`src/rtl/fir_pkg.sv`:
```
// Shared FIR-chain definitions: coefficient geometry, loader FSM encoding and
// the byte-pair to 12-bit coefficient assembly rule (COEF_LOADER_CHKSUM_EN adds WAIT_CHK).
package fir_pkg;

  localparam int unsigned N_COEF = 16;
  localparam int unsigned COEF_W = 12;
  localparam int unsigned BYTE_W = 8;
  localparam int unsigned IDX_W  = 4;
  localparam int unsigned HI_W   = COEF_W - BYTE_W;
  localparam int unsigned ST_W   = 3;

  localparam logic [ST_W-1:0] ST_IDLE     = 3'd0;
  localparam logic [ST_W-1:0] ST_WAIT_LO  = 3'd1;
  localparam logic [ST_W-1:0] ST_WAIT_HI  = 3'd2;
  localparam logic [ST_W-1:0] ST_WAIT_CHK = 3'd3;
  localparam logic [ST_W-1:0] ST_DONE     = 3'd4;

  typedef enum logic [ST_W-1:0] {
    S_IDLE     = ST_IDLE,
    S_WAIT_LO  = ST_WAIT_LO,
    S_WAIT_HI  = ST_WAIT_HI,
`ifdef COEF_LOADER_CHKSUM_EN
    S_WAIT_CHK = ST_WAIT_CHK,
`endif
    S_DONE     = ST_DONE
  } state_e;

  // Low nibble of the high byte carries coefficient bits [11:8].
  function automatic logic [COEF_W-1:0] assemble_coef(input logic [BYTE_W-1:0] lo,
                                                      input logic [BYTE_W-1:0] hi);
    return {hi[HI_W-1:0], lo};
  endfunction

  // Upper nibble must be a pure sign extension of coefficient bit 11.
  function automatic logic hi_nibble_ok(input logic [BYTE_W-1:0] hi);
    return hi[BYTE_W-1:HI_W] == {(BYTE_W-HI_W){hi[HI_W-1]}};
  endfunction

endpackage

```
`src/rtl/coef_loader_byte_to_coef_12.sv`:
```
// Combinational 8+8 -> 12 coefficient assembler with sign-nibble check.
module byte_to_coef_12
  import fir_pkg::*;
(
  input  logic [BYTE_W-1:0] lo_i,
  input  logic [BYTE_W-1:0] hi_i,
  output logic [COEF_W-1:0] coef_o,
  output logic              nib_ok_o
);

  assign coef_o   = assemble_coef(lo_i, hi_i);
  assign nib_ok_o = hi_nibble_ok(hi_i);

endmodule

```
`src/rtl/coef_loader.sv`:
```
// UART byte stream -> bank of N_COEF signed coefficients for the FIR.
// Define COEF_LOADER_CHKSUM_EN to require a trailing XOR checksum byte.
module coef_loader
  import fir_pkg::*;
(
  input  logic                     clk_i,
  input  logic                     rst_i,
  input  logic                     en_recepcion_i,
  input  logic [BYTE_W-1:0]        rx_data_i,
  input  logic                     rx_valid_i,
  output logic [N_COEF*COEF_W-1:0] coef_o,
  output logic                     coef_wr_o,
  output logic [IDX_W-1:0]         coef_addr_o,
  output logic [COEF_W-1:0]        coef_data_o,
  output logic                     fin_block_coef_o,
  output logic                     err_o
);

  state_e              state_q, state_d;
  logic                en_q;
  logic [IDX_W-1:0]    idx_q, idx_d;
  logic [BYTE_W-1:0]   lo_q, lo_d;
  logic [COEF_W-1:0]   bank_q [N_COEF];
  logic [COEF_W-1:0]   bank_d [N_COEF];
  logic                wr_q, wr_d;
  logic [IDX_W-1:0]    addr_q, addr_d;
  logic [COEF_W-1:0]   data_q, data_d;
  logic                fin_q, fin_d;
  logic                err_q, err_d;
`ifdef COEF_LOADER_CHKSUM_EN
  logic [BYTE_W-1:0]   xor_q, xor_d;
`endif

  logic                start_c;
  logic [COEF_W-1:0]   coef_c;
  logic                nib_ok_c;

  assign start_c = en_recepcion_i & ~en_q;

  byte_to_coef_12 u_asm (
    .lo_i     (lo_q),
    .hi_i     (rx_data_i),
    .coef_o   (coef_c),
    .nib_ok_o (nib_ok_c)
  );

  // Next-state and datapath update.
  always_comb begin
    state_d = state_q;
    idx_d   = idx_q;
    lo_d    = lo_q;
    bank_d  = bank_q;
    wr_d    = 1'b0;
    addr_d  = addr_q;
    data_d  = data_q;
    fin_d   = fin_q;
    err_d   = err_q;
`ifdef COEF_LOADER_CHKSUM_EN
    xor_d   = xor_q;
`endif
    case (state_q)
      S_IDLE, S_DONE: begin
        if (start_c) begin
          state_d = S_WAIT_LO;
          idx_d   = '0;
          fin_d   = 1'b0;
          err_d   = 1'b0;
`ifdef COEF_LOADER_CHKSUM_EN
          xor_d   = '0;
`endif
        end
      end
      S_WAIT_LO: begin
        if (!en_recepcion_i) begin
          state_d = S_IDLE;
        end else if (rx_valid_i) begin
          lo_d    = rx_data_i;
          state_d = S_WAIT_HI;
`ifdef COEF_LOADER_CHKSUM_EN
          xor_d   = xor_q ^ rx_data_i;
`endif
        end
      end
      S_WAIT_HI: begin
        if (!en_recepcion_i) begin
          state_d = S_IDLE;
        end else if (rx_valid_i) begin
          bank_d[idx_q] = coef_c;
          wr_d          = 1'b1;
          addr_d        = idx_q;
          data_d        = coef_c;
          if (!nib_ok_c) err_d = 1'b1;
`ifdef COEF_LOADER_CHKSUM_EN
          xor_d         = xor_q ^ rx_data_i;
`endif
          if (idx_q == IDX_W'(N_COEF - 1)) begin
`ifdef COEF_LOADER_CHKSUM_EN
            state_d = S_WAIT_CHK;
`else
            state_d = S_DONE;
            fin_d   = 1'b1;
`endif
          end else begin
            idx_d   = idx_q + IDX_W'(1);
            state_d = S_WAIT_LO;
          end
        end
      end
`ifdef COEF_LOADER_CHKSUM_EN
      S_WAIT_CHK: begin
        if (!en_recepcion_i) begin
          state_d = S_IDLE;
        end else if (rx_valid_i) begin
          if (rx_data_i == xor_q) begin
            state_d = S_DONE;
            fin_d   = 1'b1;
          end else begin
            state_d = S_IDLE;
            err_d   = 1'b1;
          end
        end
      end
`endif
      default: state_d = S_IDLE;
    endcase
  end

  always_ff @(posedge clk_i or negedge rst_i) begin
    if (!rst_i) begin
      state_q <= S_IDLE;
      en_q    <= 1'b0;
      idx_q   <= '0;
      lo_q    <= '0;
      for (int k = 0; k < int'(N_COEF); k++) bank_q[k] <= '0;
      wr_q    <= 1'b0;
      addr_q  <= '0;
      data_q  <= '0;
      fin_q   <= 1'b0;
      err_q   <= 1'b0;
`ifdef COEF_LOADER_CHKSUM_EN
      xor_q   <= '0;
`endif
    end else begin
      state_q <= state_d;
      en_q    <= en_recepcion_i;
      idx_q   <= idx_d;
      lo_q    <= lo_d;
      bank_q  <= bank_d;
      wr_q    <= wr_d;
      addr_q  <= addr_d;
      data_q  <= data_d;
      fin_q   <= fin_d;
      err_q   <= err_d;
`ifdef COEF_LOADER_CHKSUM_EN
      xor_q   <= xor_d;
`endif
    end
  end

  // Flatten the bank: coefficient k at bits [k*COEF_W +: COEF_W].
  for (genvar k = 0; k < int'(N_COEF); k++) begin : g_flat
    assign coef_o[k*COEF_W +: COEF_W] = bank_q[k];
  end

  assign coef_wr_o        = wr_q;
  assign coef_addr_o      = addr_q;
  assign coef_data_o      = data_q;
  assign fin_block_coef_o = fin_q;
  assign err_o            = err_q;

endmodule
```
`config.mk`:
```
export PLATFORM = sky130hd
export DESIGN_NAME = coef_loader
export DESIGN_NICKNAME = d
export VERILOG_FILES = /design/src/rtl/fir_pkg.sv /design/src/rtl/coef_loader_byte_to_coef_12.sv /design/src/rtl/coef_loader.sv
export SDC_FILE = /design/constraint.sdc
export NUM_CORES = 1
export LEC_CHECK = 0
export CORE_UTILIZATION = 53
export CTS_CLUSTER_SIZE = 8
export DETAILED_ROUTE_END_ITERATION = 16
export PLACE_DENSITY = 0.92
export SLEW_MARGIN = 20
export SYNTH_ARGS = -nofsm -noshare
export SYNTH_HDL_FRONTEND = slang
export SYNTH_SLANG_ARGS = --single-unit
```
`constraint.sdc`:
```
create_clock -name clk_i -period 2.8 [get_ports clk_i]
set_input_delay 0.7 -clock clk_i [delete_from_list [all_inputs] [get_ports clk_i]]
set_output_delay 0.7 -clock clk_i [all_outputs]
set_load 0.05 [all_outputs]
```
==> flow_metrics.tcl, run 1 <==
set metrics [dict create \
    area_growth_pct 38.50 \
    synth_xor_xnor_area_share 0 \
    io_pins 223 \
    drive_gt1_frac 0.3285 \
    setup_violations 0 \
    clk_path_buf_depth 3 \
    cts_setup_buffers 0 \
    top_layer "met4" \
    ys.flop_type "dfrtp_1" \
    ys_top_cells_by_area "dfrtp_1 64%, mux2_2 25%, nand2_1 2.2%" \
    gp_congestion 0.8320 \
    cp_num_buf_inv 1 \
    wl_met3_mm 1.058 \
    cts_made_buffers 34 \
    grt_pass1_vias 6409 \
    critPathMaxFanout 2 \
    met2_length_mm 12.71 \
    route.detailed.drc 0 \
    ctsHoldBuffers 0 \
    path_cells "clkdlybuf4s50_1" \
    final_cell_mix "227 x dfrtp_1, 221 x clkdlybuf4s50_1, 199 x mux2_2, 52 x nand2_1, 37 x clkbuf_16" \
    post-route-min-period_ps 2429 \
    route.vias.total 5789 \
    synthAdderAreaFrac 0.005645 \
    worstPathArrival_ps 1730 \
    rows 46 \
    synthesis.nets 593 \
    maxSlewHeadroom 0.4823 \
    grt_pass1_wl_mm 37.34 \
    wl_per_cell_um 22.71 \
    synth_top_family_by_area "multiplexers" \
    max_cap_violations 0 \
    clock_skew_ps 15.51 \
    yosys.area.top_type_share 0.6407 \
    final.setup.tns_ps 0 \
    hp-class "in -> async" \
    power.total_uw 8220 \
    fmax_ghz 0.4117 \
    hold_violations 0 \
    fp.dieArea_um2 17250 \
    grt_max_degree 83 \
    rsz0062_at_grt "no" \
    timing.final.crit_share 0.8674 \
    grt-ovfl-total 0 \
    finalNetCount 836 \
    power.density_nw_per_um2 669.4 \
    worstSetupStartpoint "coef_o[155]$_DFFE_PN0P_" \
    ys_types 35 \
    status "finished, final reports clean" \
    die_w_um 131.3 \
    yosysSeqAreaShare 0.6407 \
    n_antenna_cell 0 \
    met1_length_mm 8.944 \
    end_kind "output pin" \
    cts.sinks 227 \
    ys_seq_elements 227 \
    dp_hpwl_mm 16.14 \
    syn_area_um2 8866 \
    slowest_stage "clkdlybuf4s50_1" \
    track_usage 0.2844 \
    postSynth.asyncResetShare 1.000 \
    ctsResizeCount 0 \
    path_clk_slew_ps 50 \
    antenna_found_initial 0 \
    ctsRootBufferMaster "clkbuf_16" \
    worst_setup_path_start_kind "flip-flop" \
    crit_type "reg -> out" \
    synth_top_area_cell "dfrtp_1" \
    r2r_start "state_q[0]$_DFFE_PN0P_" \
    ant_nets 0 \
    slew_violations 0 \
    cpPeakStageDelay_ps 880 \
    synth_simple_gate_area_frac 0.05899 \
    avgViaCountPerCell 5.577 \
    yosys_warnings 0 \
    critPathTopFamily "buffers and inverters" \
    drt_iter0_drc 207 \
    power.leakage_uw 0.005933 \
    synth-edff-count 0 \
    dr.pass1.iters 4 \
    fill_cells 913 \
    clk_latency_ps 490 \
    synth_mux_area_frac 0.2553 \
    tritoncts "done" \
    routed_wirelength_mm 23.58 \
    layout_commonest_cell "dfrtp_1" \
    die_height_um 131.3 \
    synth_area_per_cell_um2 15.37 \
    portBuffers 222 \
    worst_pin_slew_ps 776.5 \
    ir_worst_vdd_mv 0.4732 \
    required_ps 2100 \
    h-tree-depth 2 \
    floorplan.initialDensity 0.5502 \
    core-area_um2 16120 \
    syn_inst 577 \
    synth_compound_area_frac 0.01214 \
]
-- cells in the mapped netlist, types with 3 or more instances --
| cell | count |
|---|---|
| mux2_2 | 199 |
| buf_2 | 4 |
| nand2_1 | 52 |
| a21oi_1 | 5 |
| buf_6 | 9 |
| dfrtp_1 | 227 |
| nor2_1 | 3 |
| buf_4 | 6 |
| nand3b_1 | 3 |
| nand3_2 | 4 |
| inv_1 | 4 |
| nor2b_1 | 6 |
| nand3_4 | 4 |
| o21ai_0 | 5 |
| a22o_1 | 3 |
| clkbuf_1 | 14 |
| ha_1 | 4 |
-- path summary, 6_finish.rpt --
| path | end | slack [ps] | cells past startpoint |
|---|---|---|---|
| min in group clk_i | coef_data_o[7]$_DFFE_PN0P_ | 490 | 2 |
| worst max-delay path | coef_o[155] | 370 | 1 |
| max in group asynchronous | coef_o[103]$_DFFE_PN0P_ | 1880 | 2 |
| worst min-delay path | coef_o[187]$_DFFE_PN0P_ | 210 | 1 |
| worst min register to register | coef_data_o[7]$_DFFE_PN0P_ | 490 | 2 |
| worst max register to register | coef_o[122]$_DFFE_PN0P_ | 640 | 4 |
-- metrics by stage --
| step | instances | instance area (um2) | worst slack (ps) | hold WS (ps) | util |
|---|---|---|---|---|---|
| after global routing | 1038 | 12280 | 307.4 | 248.6 | 0.7620 |
| final | 1038 | 12280 | 371.3 | 214.1 | 0.7620 |
| after detailed placement | 1000 | 11350 | -60.75 | 472.3 | 0.7040 |
| after global placement | 1000 | 11350 | 53.86 | 463.7 | 0.7040 |
| after floorplan | 577 | 8866 | 762.5 | 404.4 | - |
| after CTS | 1038 | 12280 | 370.6 | 230.4 | 0.7620 |
-- where the power goes --
group | internal (uW) | switching [uW]
Combinational | 302 | 574
Clock | 2290 | 1310
Sequential | 3430 | 314
-- layer usage --
| metal | vias to the layer above | global-route usage |
|---|---|---|
| met1 | 3046 | 0.3350 |
| met4 | 0 | 0.1150 |
| li1 | 2492 | - |
| met5 | - | 0 |
| met2 | 188 | 0.5171 |
| met3 | 63 | 0.04552 |
-- flip-flops by register name (all words and copies together), names as in the netlist --
signal,flops
coef_o,192
coef_data_o,12
lo_q,8
coef_addr_o,4
idx_q,4
state_q,3
coef_wr_o,1
en_q,1
err_o,1
fin_block_coef_o,1
-- cells by family after synthesis --
logic type / count (synthesis)
flops: 227
mux: 201
simple gates: 89
buf+inv: 39
fa+ha+maj: 4
compound gates: 17
-- final cells by class --
type / instances / area [um2] / area share
Sequential cell: 227 / 5680 / 0.4626
Multi-Input combinational cell: 311 / 2944 / 0.2398
Timing Repair Buffer: 241 / 2432 / 0.1981
Clock buffer: 37 / 925.9 / 0.07540
Tap cell: 216 / 270.3 / 0.02201
Inverter: 5 / 18.77 / 0.001528
Clock inverter: 1 / 7.507 / 0.0006114
Note: power is estimated with default switching activity, not from simulation.
==> inputs of run 2 (changes only) <==
- REMOVE_ABC_BUFFERS: unset -> 1
==> run 2 against run 1 <==
  * Worst hold slack got worse by 14 ps
  * Register-to-register slack gained 50 ps
  * Combinational power is essentially flat
  * Sequential share of layout area barely moved
  * Die area unchanged
  * Utilization about the same
  * Non-clock buffer count is 1 higher
  * Fmax up 0.87%
  * Largest cell class unchanged
==> flow_metrics.tcl, run 2 (same netlist as run 1, synthesis figures left out) <==
set metrics [dict create \
    status "finished, final reports clean" \
    final_cell_mix "227 x dfrtp_1, 221 x clkdlybuf4s50_1, 199 x mux2_2, 52 x nand2_1, 37 x clkbuf_16" \
    ff2ff_setup_slack_ps 690 \
    fill_cells 969 \
    drt_iter0_drc 236 \
    critPathMaxFanout 2 \
    ctsRootBufferMaster "clkbuf_16" \
    portBuffers 222 \
    power.density_nw_per_um2 674.9 \
    critPathTopFamily "buffers and inverters" \
    track_usage 0.2783 \
    ant_nets 0 \
    rows 46 \
    floorplan.initialDensity 0.5502 \
    worstSetupStartpoint "coef_o[141]$_DFFE_PN0P_" \
    timing.hold.ws_ps 199.9 \
    wl_per_cell_um 22.39 \
    antenna_found_initial 0 \
    largest_register_ffs 192 \
    ir_worst_vdd_mv 0.5546 \
    required_ps 2100 \
    n_antenna_cell 0 \
    grt_pass1_wl_mm 36.50 \
    drive_gt1_frac 0.3293 \
    slew_violations 0 \
    grt_pass1_vias 6269 \
    clk_path_buf_depth 3 \
    final-seq-area_um2 5680 \
    multiInputGateArea_um2 2944 \
    fmax_ghz 0.4153 \
    worst_setup_path_start_kind "flip-flop" \
    slowest_stage "clkdlybuf4s50_1" \
    cp_num_buf_inv 1 \
    cpPeakStageDelay_ps 850 \
    finalNetCount 837 \
    ctsHoldBuffers 0 \
    cts_made_buffers 34 \
    timing.final.crit_share 0.8600 \
    worst_pin_slew_ps 955.4 \
    path_clk_slew_ps 50 \
    r2r_start "state_q[0]$_DFFE_PN0P_" \
    hold_violations 0 \
    die_height_um 131.3 \
    clock_skew_ps 13.67 \
    h-tree-depth 2 \
    cp_num_cells 1 \
    die_w_um 131.3 \
    rsz0062_at_grt "no" \
    rr_endpoint "coef_o[120]$_DFFE_PN0P_" \
    grt-ovfl-total 0 \
    clk_latency_ps 490 \
    end_kind "output pin" \
    path_cells "clkdlybuf4s50_1" \
    ff2ff_path_depth 5 \
    crit_type "reg -> out" \
    hp-class "in -> async" \
    core-area_um2 16120 \
    cts.sinks 227 \
    power.leakage_uw 0.005939 \
    route.vias.total 5714 \
    area_growth_pct 38.58 \
    cp-endpoint "coef_o[141]" \
    max_cap_violations 0 \
    route.detailed.drc 0 \
    cts_setup_buffers 0 \
    gp_congestion 0.8125 \
    ctsResizeCount 0 \
    post-route-min-period_ps 2408 \
    avgViaCountPerCell 5.500 \
    layout_commonest_cell "dfrtp_1" \
    tritoncts "done" \
    worstPathArrival_ps 1710 \
    grt_max_degree 85 \
    maxSlewHeadroom 0.3631 \
    fp.dieArea_um2 17250 \
    dp_hpwl_mm 14.89 \
    setup_violations 0 \
    routed_wirelength_mm 23.26 \
    dr.pass1.iters 4 \
    final.setup.tns_ps 0 \
    io_pins 223 \
]
## run 2: cell types whose count changed in the layout (fill, tap and decap cells not counted)
| cell | previous run | this run |
|---|---|---|
| buf_4 | 14 | 15 |
## run 2: where the power goes
part           switching [uW]  leakage (uW)  total, uW  internal [uW]
combinational             570       0.00234        874            304
sequential                393       0.00314       3820           3430
clock                    1300      0.000456       3600           2300
total                    2270       0.00594       8290           6030
## run 2: layout make-up
| type | instances | area share |
|---|---|---|
| Multi-Input combinational cell | 311 | 0.2396 |
| Sequential cell | 227 | 0.4623 |
| Tap cell | 216 | 0.02200 |
| Clock buffer | 37 | 0.07536 |
| Inverter | 5 | 0.001527 |
| Timing Repair Buffer | 242 | 0.1986 |
| Clock inverter | 1 | 0.0006110 |
## run 2: worst min-delay path by stage
stage	startpoint	to	slack, ps	cells past startpoint
finish	rst_i	coef_o[66]$_DFFE_PN0P_	200	1
global route	rst_i	coef_o[66]$_DFFE_PN0P_	260	1
CTS	rst_i	coef_o[62]$_DFFE_PN0P_	220	1
detailed placement	coef_addr_o[2]$_DFFE_PN0P_	coef_addr_o[2]$_DFFE_PN0P_	470	2
global placement	coef_addr_o[2]$_DFFE_PN0P_	coef_addr_o[2]$_DFFE_PN0P_	460	2
floorplan	rst_i	coef_addr_o[0]$_DFFE_PN0P_	400	0
## run 2: routing by layer
metal	track usage	vias up	routed length [um]	share of wire
met4	0.08333	0	351	0.015
met2	0.4817	215	11930	0.51
met3	0.06096	26	1511	0.065
li1	-	2489	-	-
met5	0	-	0	0
met1	0.3507	2984	9468	0.41
## run 2: per-stage QoR
stage / cells / setup WS [ps] / area [um2] / power (uW) / utilization
after floorplan: 543 / 378.0 / 8643 / 4158 / -
after global placement: 1001 / 119.8 / 11350 / 4688 / 0.7045
after detailed placement: 1001 / 24.54 / 11350 / 4739 / 0.7045
after CTS: 1039 / 383.5 / 12290 / 8355 / 0.7624
after global routing: 1039 / 363.6 / 12290 / 8542 / 0.7624
final: 1039 / 392.1 / 12290 / 8292 / 0.7624
==> inputs of run 3 (changes only) <==
- CAP_MARGIN: unset -> 20
- CORE_MARGIN: unset -> 1.5
- CORE_UTILIZATION: 53 -> 49
- PLACE_DENSITY: 0.92 -> 0.87
- clock period: 2.8 -> 2.7 ns (I/O delays scaled with it)
==> run 3 against run 2 <==
  * First-iteration DRC count is 12% lower
  * Wire length fell by 1.0%
  * Worst hold slack lost 96 ps
  * Die area grew 9.6%
  * Combinational power is 8.6% higher
  * Register-to-register slack got worse by 40 ps
  * Cell area increased by 1.2%
  * Total power grew 3.8%
  * Clock skew shrank 0.67 ps
  * Setup slack lost 71 ps
  * Sequential power is 3% higher
  * Sequential share of layout area is 0.54 points lower
  * Critical endpoint is now coef_o[136]
  * Largest cell class unchanged
==> flow_metrics.tcl, run 3 (same netlist as run 1, synthesis figures left out) <==
set metrics [dict create \
    status "finished, final reports clean" \
    maxSlewHeadroom 0.3564 \
    ant_nets 0 \
    cp_num_buf_inv 1 \
    fmax_ghz 0.4204 \
    h-tree-depth 2 \
    ctsHoldBuffers 0 \
    avgViaCountPerCell 5.422 \
    io_pins 223 \
    gp_congestion 0.8215 \
    crit_type "reg -> out" \
    critPathMaxFanout 2 \
    ff2ff_path_depth 5 \
    required_ps 2030 \
    critPathTopFamily "buffers and inverters" \
    worstPathArrival_ps 1700 \
    dr.pass1.iters 4 \
    final_area_um2 12430 \
    fill_cells 1190 \
    clk_path_buf_depth 3 \
    r2r_start "state_q[0]$_DFFE_PN0P_" \
    ctsRootBufferMaster "clkbuf_16" \
    grt_pass1_wl_mm 35.12 \
    ff2ff_setup_slack_ps 650 \
    die_height_um 137.5 \
    post-route-min-period_ps 2379 \
    power.density_nw_per_um2 692.4 \
    multiInputGateArea_um2 2944 \
    timing.final.ws_setup_ps 321.3 \
    cp_num_cells 1 \
    final_util 0.6969 \
    power.leakage_uw 0.006010 \
    floorplan.initialDensity 0.4969 \
    portBuffers 222 \
    rows 49 \
    end_kind "output pin" \
    cts_made_buffers 34 \
    worst_pin_slew_ps 965.4 \
    cts.sinks 227 \
    rsz0062_at_grt "no" \
    final_cell_mix "227 x dfrtp_1, 221 x clkdlybuf4s50_1, 199 x mux2_2, 52 x nand2_1, 37 x clkbuf_16" \
    grt_pass1_vias 6155 \
    final-seq-area_um2 5680 \
    clk_latency_ps 490 \
    finalNetCount 844 \
    die_w_um 137.5 \
    antenna_found_initial 0 \
    ir_worst_vdd_mv 0.6101 \
    track_usage 0.2506 \
    route.detailed.drc 0 \
    grt-ovfl-total 0 \
    final.setup.tns_ps 0 \
    timing.final.crit_share 0.8810 \
    routed_wirelength_mm 23.03 \
    hp-class "in -> async" \
    drive_gt1_frac 0.3349 \
    setup_violations 0 \
    cts_setup_buffers 0 \
    largest_register_ffs 192 \
    area_growth_pct 40.23 \
    path_clk_slew_ps 50 \
    tritoncts "done" \
    hold_violations 0 \
    layout_commonest_cell "dfrtp_1" \
    worst_setup_path_start_kind "flip-flop" \
    core-area_um2 17840 \
    wl_per_cell_um 21.72 \
    power.total_uw 8608 \
    drt_iter0_drc 208 \
    pre_cts_ws_ps 7.311 \
    dp_hpwl_mm 14.62 \
    max_cap_violations 0 \
    clock_skew_ps 13.00 \
    rr_endpoint "coef_o[116]$_DFFE_PN0P_" \
    slew_violations 0 \
    cpPeakStageDelay_ps 860 \
    ctsResizeCount 0 \
    dpl_cell_area_um2 11500 \
    path_cells "clkdlybuf4s50_1" \
    route.vias.total 5747 \
    grt_max_degree 62 \
    slowest_stage "clkdlybuf4s50_1" \
    fp.dieArea_um2 18910 \
]
-- run 3: cell types whose count changed in the layout (fill, tap and decap cells not counted) --
cell | before | now
buf_4 | 15 | 16
buf_12 | 5 | 11
diode_2 | 0 | 1
-- run 3: report_power, final --
group / internal [uW] / leakage [uW] / total (uW) / switching [uW]
combinational: 324 / 0.00241 / 949 / 624
sequential: 3550 / 0.00314 / 3930 / 379
clock: 2380 / 0.000456 / 3730 / 1350
-- run 3: metal layers --
layer | wire length (um) | vias up | track usage | part of all wire
met3 | 1665 | 44 | 0.06880 | 0.072
met2 | 11650 | 217 | 0.4186 | 0.51
li1 | - | 2507 | - | -
met1 | 9077 | 2979 | 0.3091 | 0.39
met5 | 0 | - | 0 | 0
met4 | 631 | 0 | 0.1000 | 0.027
-- run 3: layout make-up --
type | instances | share of cell area
clock inverter | 1 | 0.0006038
multi-input combinational | 311 | 0.2368
inverter | 5 | 0.001510
antenna | 1 | 0.0002013
tap | 229 | 0.02305
clock buffer | 37 | 0.07447
timing repair buffer | 249 | 0.2065
sequential | 227 | 0.4569
-- run 3: worst max path at each step --
stage	start	to	slack, ps
5_1_grt	coef_o[136]$_DFFE_PN0P_	coef_o[136]	280
2_1_floorplan	en_recepcion_i	coef_o[152]$_DFFE_PN0P_	300
4_1_cts	err_o$_DFFE_PN0P_	err_o	300
3_5_place_dp	en_recepcion_i	coef_o[161]$_DFFE_PN0P_	7
6_report	coef_o[136]$_DFFE_PN0P_	coef_o[136]	320
3_3_place_gp	en_recepcion_i	coef_o[162]$_DFFE_PN0P_	50
-- run 3: metrics by stage --
step | hold slack (ps) | std cells
floorplan | 379.4 | 543
global placement | 458.2 | 1021
detailed placement | 463.5 | 1021
CTS | 116.9 | 1059
global route | 134.5 | 1059
finish | 104.0 | 1060
